--- config.mk ---
export PLATFORM = sky130hd
export DESIGN_NAME = fdiv_issue_ctrl
export DESIGN_NICKNAME = d
export VERILOG_FILES = /design/src/rtl/fdiv_pkg.sv /design/src/rtl/rr_arbiter.sv /design/src/rtl/fdiv_issue_ctrl.sv
export SDC_FILE = /design/constraint.sdc
export NUM_CORES = 1
export LEC_CHECK = 0
export ABC_AREA = 0
export BUFFER_PORTS_ARGS = -buffer_cell sky130_fd_sc_hd__buf_2
export CAP_MARGIN = 40
export CELL_PAD_IN_SITES_DETAIL_PLACEMENT = 1
export CELL_PAD_IN_SITES_GLOBAL_PLACEMENT = 1
export CORE_AREA = 2 2 168 170
export CTS_CLUSTER_SIZE = 14
export DETAILED_ROUTE_END_ITERATION = 10
export DIE_AREA = 0 0 170 172
export PLACE_DENSITY_LB_ADDON = 0.1
export SYNTH_ARGS = -nofsm -noshare
export SYNTH_HDL_FRONTEND = slang
export SYNTH_HIERARCHICAL = 1
export SYNTH_SLANG_ARGS = --single-unit
export TNS_END_PERCENT = 5
--- constraint.sdc ---
create_clock -name clk -period 5 [get_ports clk]
set_input_delay 1 -clock clk [delete_from_list [all_inputs] [get_ports clk]]
set_output_delay 1 -clock clk [all_outputs]
set_load 0.02 [all_outputs]
--- src/rtl/fdiv_pkg.sv ---
// Shared types and constants for the FP32 divider issue controller.
package fdiv_pkg;

  typedef enum logic [2:0] {
    IDLE  = 3'd0,
    ISSUE = 3'd1,
    WAIT  = 3'd2,
    OUT   = 3'd3,
    DRAIN = 3'd4
  } state_e;

  // Bit positions inside the 3-bit flag bundle {zero_division, overflow, underflow}
  localparam int FLAG_ZDIV = 2;
  localparam int FLAG_OVF  = 1;
  localparam int FLAG_UNF  = 0;

  localparam logic [31:0] QNAN = 32'h7FC0_0000;

  // FP32 field widths
  localparam int FP32_W     = 32;
  localparam int FP32_EXP_W = 8;
  localparam int FP32_MAN_W = 23;

endpackage

--- src/rtl/rr_arbiter.sv ---
// Round-robin arbiter: grants the first valid request at or above rr_ptr, wrapping.
module rr_arbiter #(
  parameter int N_REQ = 4,
  parameter int IDX_W = (N_REQ > 1) ? $clog2(N_REQ) : 1
) (
  input  logic [N_REQ-1:0] req,
  input  logic [IDX_W-1:0] rr_ptr,
  input  logic             en,
  output logic [N_REQ-1:0] grant,
  output logic [IDX_W-1:0] gnt_idx
);

  // Scan upward from rr_ptr with wrap; the first valid request wins
  always_comb begin
    int                idx_i;
    logic [IDX_W-1:0]  idx_l;
    logic              found;
    grant   = '0;
    gnt_idx = '0;
    found   = 1'b0;
    idx_i   = 0;
    idx_l   = '0;
    for (int k = 0; k < N_REQ; k++) begin
      idx_i = int'(rr_ptr) + k;
      if (idx_i >= N_REQ) idx_i = idx_i - N_REQ;
      idx_l = IDX_W'(idx_i);
      if (en && !found && req[idx_l]) begin
        found        = 1'b1;
        grant[idx_l] = 1'b1;
        gnt_idx      = idx_l;
      end
    end
  end

endmodule

--- src/rtl/fdiv_issue_ctrl.sv ---
// Shares one multi-cycle FP32 divider between N_REQ reservation-station
// requesters and broadcasts each quotient with its ROB tag on the CDB.
// Optional build macro FDIV_ZERO_BYPASS_EN: divisions by +/-0 skip the
// divider and produce the IEEE result directly.
module fdiv_issue_ctrl
  import fdiv_pkg::*;
#(
  parameter int N_REQ = 4,
  parameter int TAG_W = 6,
  parameter int W     = 32
) (
  input  logic                   clk,
  input  logic                   rst,
  input  logic [N_REQ-1:0]       req_valid,
  output logic [N_REQ-1:0]       req_ready,
  input  logic [N_REQ*W-1:0]     req_a,
  input  logic [N_REQ*W-1:0]     req_b,
  input  logic [N_REQ*TAG_W-1:0] req_tag,
  output logic                   div_start,
  output logic [W-1:0]           div_a,
  output logic [W-1:0]           div_b,
  input  logic                   div_done,
  input  logic [W-1:0]           div_result,
  input  logic                   div_zero_division,
  input  logic                   div_overflow,
  input  logic                   div_underflow,
  output logic                   cdb_valid,
  input  logic                   cdb_ready,
  output logic [TAG_W-1:0]       cdb_tag,
  output logic [W-1:0]           cdb_result,
  output logic [2:0]             cdb_flags,
  input  logic                   flush,
  output logic                   busy
);

  localparam int IDX_W = (N_REQ > 1) ? $clog2(N_REQ) : 1;

  state_e           state, state_nxt;
  logic [IDX_W-1:0] rr_ptr, gnt_idx;
  logic [N_REQ-1:0] grant;
  logic             arb_en, xfer, load_res, bypass;
  logic [W-1:0]     sel_a, sel_b;
  logic [TAG_W-1:0] sel_tag;
  logic [W-1:0]     op_a, op_b;
  logic [TAG_W-1:0] op_tag;
  logic [W-1:0]     res_r;
  logic [2:0]       flg_r, div_flags;
  logic [TAG_W-1:0] tag_r;

`ifdef FDIV_ZERO_BYPASS_EN
  // IEEE result of x/0: signed infinity with zero_division, or QNaN for 0/0
  function automatic logic [FP32_W+2:0] zero_bypass(input logic [FP32_W-1:0] a,
                                                    input logic [FP32_W-1:0] b);
    logic [2:0] f;
    f = '0;
    if (a[FP32_W-2:0] != '0) begin
      f[FLAG_ZDIV] = 1'b1;
      return {f, a[FP32_W-1] ^ b[FP32_W-1], {FP32_EXP_W{1'b1}}, {FP32_MAN_W{1'b0}}};
    end
    return {f, QNAN};
  endfunction

  assign bypass = xfer && (sel_b[FP32_W-2:0] == '0);
`else
  assign bypass = 1'b0;
`endif

  // Grants are only offered while idle and not being flushed or reset
  assign arb_en = (state == IDLE) && !flush && !rst;
  assign xfer   = |grant;

  rr_arbiter #(.N_REQ(N_REQ), .IDX_W(IDX_W)) u_arb (
    .req     (req_valid),
    .rr_ptr  (rr_ptr),
    .en      (arb_en),
    .grant   (grant),
    .gnt_idx (gnt_idx)
  );

  // Select the granted requester's operands and tag
  always_comb begin
    sel_a   = '0;
    sel_b   = '0;
    sel_tag = '0;
    for (int i = 0; i < N_REQ; i++) begin
      if (grant[i]) begin
        sel_a   = req_a[i*W +: W];
        sel_b   = req_b[i*W +: W];
        sel_tag = req_tag[i*TAG_W +: TAG_W];
      end
    end
  end

  // Pack divider status flags into the CDB flag layout
  always_comb begin
    div_flags            = '0;
    div_flags[FLAG_ZDIV] = div_zero_division;
    div_flags[FLAG_OVF]  = div_overflow;
    div_flags[FLAG_UNF]  = div_underflow;
  end

  // State register and round-robin pointer
  always_ff @(posedge clk or posedge rst) begin
    if (rst) begin
      state  <= IDLE;
      rr_ptr <= '0;
    end else begin
      state <= state_nxt;
      if (xfer) rr_ptr <= (gnt_idx == IDX_W'(N_REQ - 1)) ? '0 : gnt_idx + 1'b1;
    end
  end

  // Next-state logic; a flush during ISSUE/WAIT must still drain the divider
  always_comb begin
    state_nxt = state;
    load_res  = 1'b0;
    case (state)
      IDLE:  if (xfer) state_nxt = bypass ? OUT : ISSUE;
      ISSUE: state_nxt = flush ? DRAIN : WAIT;
      WAIT: begin
        if (flush) begin
          state_nxt = div_done ? IDLE : DRAIN;
        end else if (div_done) begin
          state_nxt = OUT;
          load_res  = 1'b1;
        end
      end
      OUT:   if (flush || cdb_ready) state_nxt = IDLE;
      DRAIN: if (div_done) state_nxt = IDLE;
      default: state_nxt = IDLE;
    endcase
  end

  // Operand capture on grant and result capture on divider completion
  always_ff @(posedge clk or posedge rst) begin
    if (rst) begin
      op_a   <= '0;
      op_b   <= '0;
      op_tag <= '0;
      res_r  <= '0;
      flg_r  <= '0;
      tag_r  <= '0;
    end else begin
      if (xfer) begin
        op_a   <= sel_a;
        op_b   <= sel_b;
        op_tag <= sel_tag;
      end
`ifdef FDIV_ZERO_BYPASS_EN
      if (bypass) begin
        {flg_r, res_r} <= zero_bypass(sel_a, sel_b);
        tag_r          <= sel_tag;
      end
`endif
      if (load_res) begin
        res_r <= div_result;
        flg_r <= div_flags;
        tag_r <= op_tag;
      end
    end
  end

  assign req_ready  = grant;
  assign div_start  = (state == ISSUE);
  assign div_a      = op_a;
  assign div_b      = op_b;
  assign cdb_valid  = (state == OUT);
  assign cdb_tag    = tag_r;
  assign cdb_result = res_r;
  assign cdb_flags  = flg_r;
  assign busy       = (state != IDLE);

endmodule

---- Word-level counts from Yosys, hierarchy flattened ----
Index checks and enable logic that the tools add are counted.
cells by class
  add/sub/neg operators ................... 8
  order comparisons ....................... 12
  equal/unequal tests ..................... 9
  multiplexer cells ....................... 55
  bitwise logic cells ..................... 3
  reduce and logical (&&, ||, !) cells .... 23
operators by type and width
  cell                 number
  $mux 32              8
  $mux 6               4
  $mux 3               7
  $mux 2               9
  $mux 4               4
  $pmux 3 s5           1
  $mux 1               14
  $logic_and 1x1->1    13
  $lt 2x3->1 const B   4
  $or 4x4->4           3
  $ge 3x3->1 const B   3
  $bmux 1 s2           4
  $demux 1 s2          4
  $ge 2x1->1 const B   4
  $sub 2x1->2 const B  4
  $add 2x2->3 const B  2
  $eq 3x2->1 const B   2
  $logic_not 1->1      5
  $ne 2x2->1 const B   2
  $reduce_and 4->1     1
  $reduce_or 4->1      1
  $add 2x1->3 const B  1
  $eq 3x1->1 const B   1
  $eq 3x3->1 const B   1
  other kinds (8)      8
storage, ports and cells
  flip-flop bits (word level) ............. 116
  input bits .............................. 324
  logic and storage cells ................. 118

---- Depth between registers and ports, before layout ----
  depth after elaboration ................. 22
  mapped depth ............................ 15
  mapped depth without buffers ............ 9

---- By module ----
The synthesis kept the hierarchy.
modules (own cells, without submodules)
  module           instances  cells each  area an instance (µm²)  sequential area each (µm²)
  fdiv_issue_ctrl  1          519         5640.4                  2902.8
  rr_arbiter       1          72          555.5                   0.0

---- Least setup slack after synthesis ----
Ideal clock, no wire load.
  path kind ............................... flip-flop to flip-flop
  start ................................... reg rr_ptr[0]
  end ..................................... reg op_b[0], in the netlist div_b[0]
  data arrival time ....................... 3.313 ns
  data required time ...................... 4.871 ns
  path slack .............................. 1.558 ns
  stages on the path, launching flop included .. 15
  clock period less this slack ............ 3.442 ns
  cells stage by stage .................... dfrtp_1 -> buf_2 -> inv_1 -> ha_1 -> buf_6 -> mux4_2 -> nor4_2 -> a221o_2 -> buf_4 -> nor2b_1 -> buf_2 -> buf_4 -> buf_4 -> a221oi_1 -> o21ai_0
RTL lines
  item                                                  RTL line                text
  start: declaration                                    fdiv_issue_ctrl.sv:39   logic [IDX_W-1:0] rr_ptr, gnt_idx;
  start signal: assignment                              fdiv_issue_ctrl.sv:109  if (xfer) rr_ptr <= (gnt_idx == IDX_W'(N_REQ - 1)) ? '0 : gnt_idx + 1'b1;
  branches (longest 17 deep; another with $add 2x1->3)  -
  $mux 4 (*)                                            rr_arbiter.sv:27        if (en && !found && req[idx_l]) begin
  net req_ready[1]                                      fdiv_issue_ctrl.sv:15   output logic [N_REQ-1:0] req_ready,
  $mux 32 (3 in a row)                                  fdiv_issue_ctrl.sv:86   if (grant[i]) begin
  end signal: assignment                                fdiv_issue_ctrl.sv:146  op_b <= sel_b;
  end: declaration                                      fdiv_issue_ctrl.sv:44   logic [W-1:0] op_a, op_b;
Mark *: on every way through the listed nets, which the timed path passes. The select of a mux whose other input is x is not followed.
A chain may end at the register's enable or synchronous reset.

---- Final worst setup path ----
  start ................................... reg rr_ptr[1]
  end ..................................... out req_ready[1]
between the ends
  longest elaborated chain between the ends .. 18
ends and longest elaborated chain
  item                                                  RTL line
  branches (longest 17 deep; another with $add 2x1->3)  -
  $mux 4 (*)                                            rr_arbiter.sv:27
  end: declaration                                      fdiv_issue_ctrl.sv:15
Mark *: on every way between the ends. The select of a mux whose other input is x is not followed.

==> results_dict.tcl <==
set metrics [dict create \
    finalCritPeriodShare_pct 88.3 \
    synth_ff_type "dfrtp_1" \
    final_cell_count_no_fill 1373 \
    worst-slew-pin-transition_ns 0.828 \
    cp_data_arrival_time_ns 3.41 \
    insertion_delay_ns 0.42 \
    status "finished clean" \
    synth.yosys.seq_area_share_pct 46.8 \
    io_pins 436 \
    slew-limit-headroom_pct 43.4 \
    power_density_nw_per_um2 595 \
    cp_slowest_cell "mux4_2" \
    max_freq_mhz 227 \
    numCtsBuffers 17 \
    cts_hold_buffers 0 \
    synthSimpleGateAreaFrac_pct 8.74 \
    cpPeakStageDelay_ns 0.60 \
    syn_area_sq_um 6200 \
    fin_setup_tns_ns 0 \
    tritoncts "done" \
    rows 61 \
    numPortBuffers 435 \
    crit_path_start_kind "register" \
    cts_root_buffer "clkbuf_16" \
    crit_path_cell_trace "inv_1 -> ha_1 -> mux4_2 -> nor4_2 -> a221o_2 -> buf_2" \
    track_usage_pct 19.0 \
    grt_antenna_before_repair 7 \
    grt_max_degree 62 \
    start_util_pct 22.6 \
    cts_resized 0 \
    fin_skew_ns 0.0127 \
    coreArea_sq_um 27500 \
    first_pass_iters 5 \
    setup_viol 0 \
    drt-total-wl_mm 29.1 \
    post_drt_wl_per_cell_microns 21.2 \
    hpwl_mm 22.0 \
    ys_async_sr_fraction_pct 100 \
    place_inst 1334 \
    syn_area_per_cell_sq_um 10.5 \
    synth_seq_cells 116 \
    cts_setup_buffers 0 \
    overflow 0 \
    drc 0 \
    cts.sinks 116 \
    via_per_inst 4.79 \
    critPathKind "register to output pin" \
    area_growth_pct 50.9 \
    cp_max_fo 14 \
    drtIter0Drc 289 \
    hold_viol 0 \
    synth_edf_count 0 \
    rsz0062_at_grt "no" \
    dieWidth_microns 170 \
    synth_top_family_by_area "compound AO/OA/AOI/OAI gates" \
    synth_fa_ha_area_share_pct 1.62 \
    fin_crit_ns 4.41 \
    syn_nets 923 \
    die_h_microns 172 \
    synth_compound_area_share_pct 26.1 \
    layout.nets 1339 \
    end_kind "output pin" \
    synthCells 591 \
    grt_pass1_vias 6774 \
    yosys_warnings 6 \
    required_ns 4.00 \
    peakVddDrop_v 0.000277 \
    routabilityCongestion 0.764 \
    ant_nets 0 \
    grt_pass1_wl_mm 41.6 \
    muxShareOfSynthArea_pct 10.9 \
    vias 6572 \
    holdCritPathClass "register to register" \
    synth_xor_area_share_pct 0 \
    cts_max_level 4 \
    cap_violations 0 \
    path_clk_slew_ns 0.06 \
    ys_types 50 \
    slew_violations 0 \
    layout-drive-gt1-share_pct 53.6 \
    p_leak_nw 4.77 \
    cts_max_path_buffers 2 \
    die_area_sq_um 29200 \
]
[report_power, final]
part	switching (mW)	total, mW	internal (mW)
Clock	0.569	1.25	0.682
Sequential	0.232	1.63	1.40
Combinational	1.63	2.69	1.05
Total	2.43	5.57	3.13
[cells in the mapped netlist (4+ instances only)]
cell type	count	area, sq um
buf_2	19	95.1
buf_4	5	37.5
inv_1	10	37.5
dfrtp_1	116	2900
o21ai_1	4	20.0
nor2_1	6	22.5
mux2_4	40	601
o22ai_1	69	432
o21ai_0	72	360
ha_1	8	100
or3b_1	5	43.8
a221o_2	4	45.0
nand2_1	79	297
clkbuf_1	27	101
buf_6	6	67.6
a21oi_1	5	25.0
a221oi_1	72	631
[cell type report]
| type | count | area [sq um] |
|---|---|---|
| Antenna cell | 7 | 17.5 |
| Clock buffer | 17 | 425 |
| Clock inverter | 15 | 183 |
| Fill cell | 3249 | 18100 |
| Inverter | 11 | 43.8 |
| Multi-Input combinational cell | 406 | 2970 |
| Sequential cell | 116 | 2900 |
| Tap cell | 346 | 433 |
| Timing Repair Buffer | 455 | 2380 |
[worst max-delay path: cells and delay by family (launching register included)]
kind	cells	cell delay [ns]
AO/OA/AOI/OAI	1	0.49
adder cells (fa/ha/maj)	1	0.50
buffers and inverters	2	0.42
flip-flops	1	0.54
multiplexers	1	0.60
AND/OR/NAND/NOR	1	0.45
[worst paths after layout]
| kind | startpoint | end | slack [ns] | cells past startpoint |
|---|---|---|---|---|
| max | rr_ptr[1]$_DFFE_PP0P_ | req_ready[1] | 0.59 | 6 |
| min | div_a[8]$_DFFE_PP0P_ | div_a[8]$_DFFE_PP0P_ | 0.47 | 2 |
| max reg2reg | rr_ptr[1]$_DFFE_PP0P_ | div_a[16]$_DFFE_PP0P_ | 1.01 | 9 |
| min reg2reg | div_a[8]$_DFFE_PP0P_ | div_a[8]$_DFFE_PP0P_ | 0.47 | 2 |
| min in group asynchronous | rst | cdb_result[9]$_DFFE_PP0P_ | 0.67 | 2 |
| max in group asynchronous | rst | div_a[30]$_DFFE_PP0P_ | 3.33 | 3 |
[routing by layer]
metal | GRT usage, % | vias to the layer above | part of all wire [%]
li1 | - | 3123 | -
met1 | 23.1 | 3193 | 41
met2 | 33.3 | 233 | 51
met3 | 4.62 | 23 | 6.3
met4 | 6.06 | 0 | 1.7
met5 | 0 | - | 0
[placed cells by master (no fill, tap or decap), types with 3 or more instances in the layout]
cell type  count
inv_1          9
ha_1           8
buf_4         16
o21ai_0       72
diode_2        7
dfrtp_1      116
nor3_1         3
buf_12         4
buf_2        435
o22ai_1       69
clkinv_8       4
o21ai_1        4
clkbuf_16     17
nand2_1       79
a221o_2        4
inv_6          3
a221oi_1      72
mux2_4        40
nor2_1         6
or3b_1         5
inv_8          6
a21oi_1        5
[logic make-up after synthesis]
group           count (synthesis)
simple gates                  115
buf+inv                        69
flops                         116
fa+ha+maj                       8
compound gates                238
mux                            45
[stage by stage]
| stage | hold WS [ns] | instance area (sq um) | power, mW | util, % | worst slack (ns) |
|---|---|---|---|---|---|
| after floorplan | 0.446 | 6200 | 3.34 | - | 0.928 |
| after global placement | 0.459 | 8730 | 4.38 | 31.8 | 0.833 |
| after detailed placement | 0.465 | 8730 | 4.39 | 31.8 | 0.760 |
| after CTS | 0.481 | 9330 | 5.68 | 34.0 | 0.529 |
| after global routing | 0.501 | 9350 | 5.99 | 34.0 | 0.327 |
| final | 0.475 | 9350 | 5.57 | 34.0 | 0.587 |
[registers in the layout, summed over array words and instances (netlist names)]
register	cells
cdb_result	32
div_a	32
div_b	32
cdb_tag	6
op_tag	6
cdb_flags	3
state	3
rr_ptr	2
Note: power is estimated with default switching activity, not from simulation.
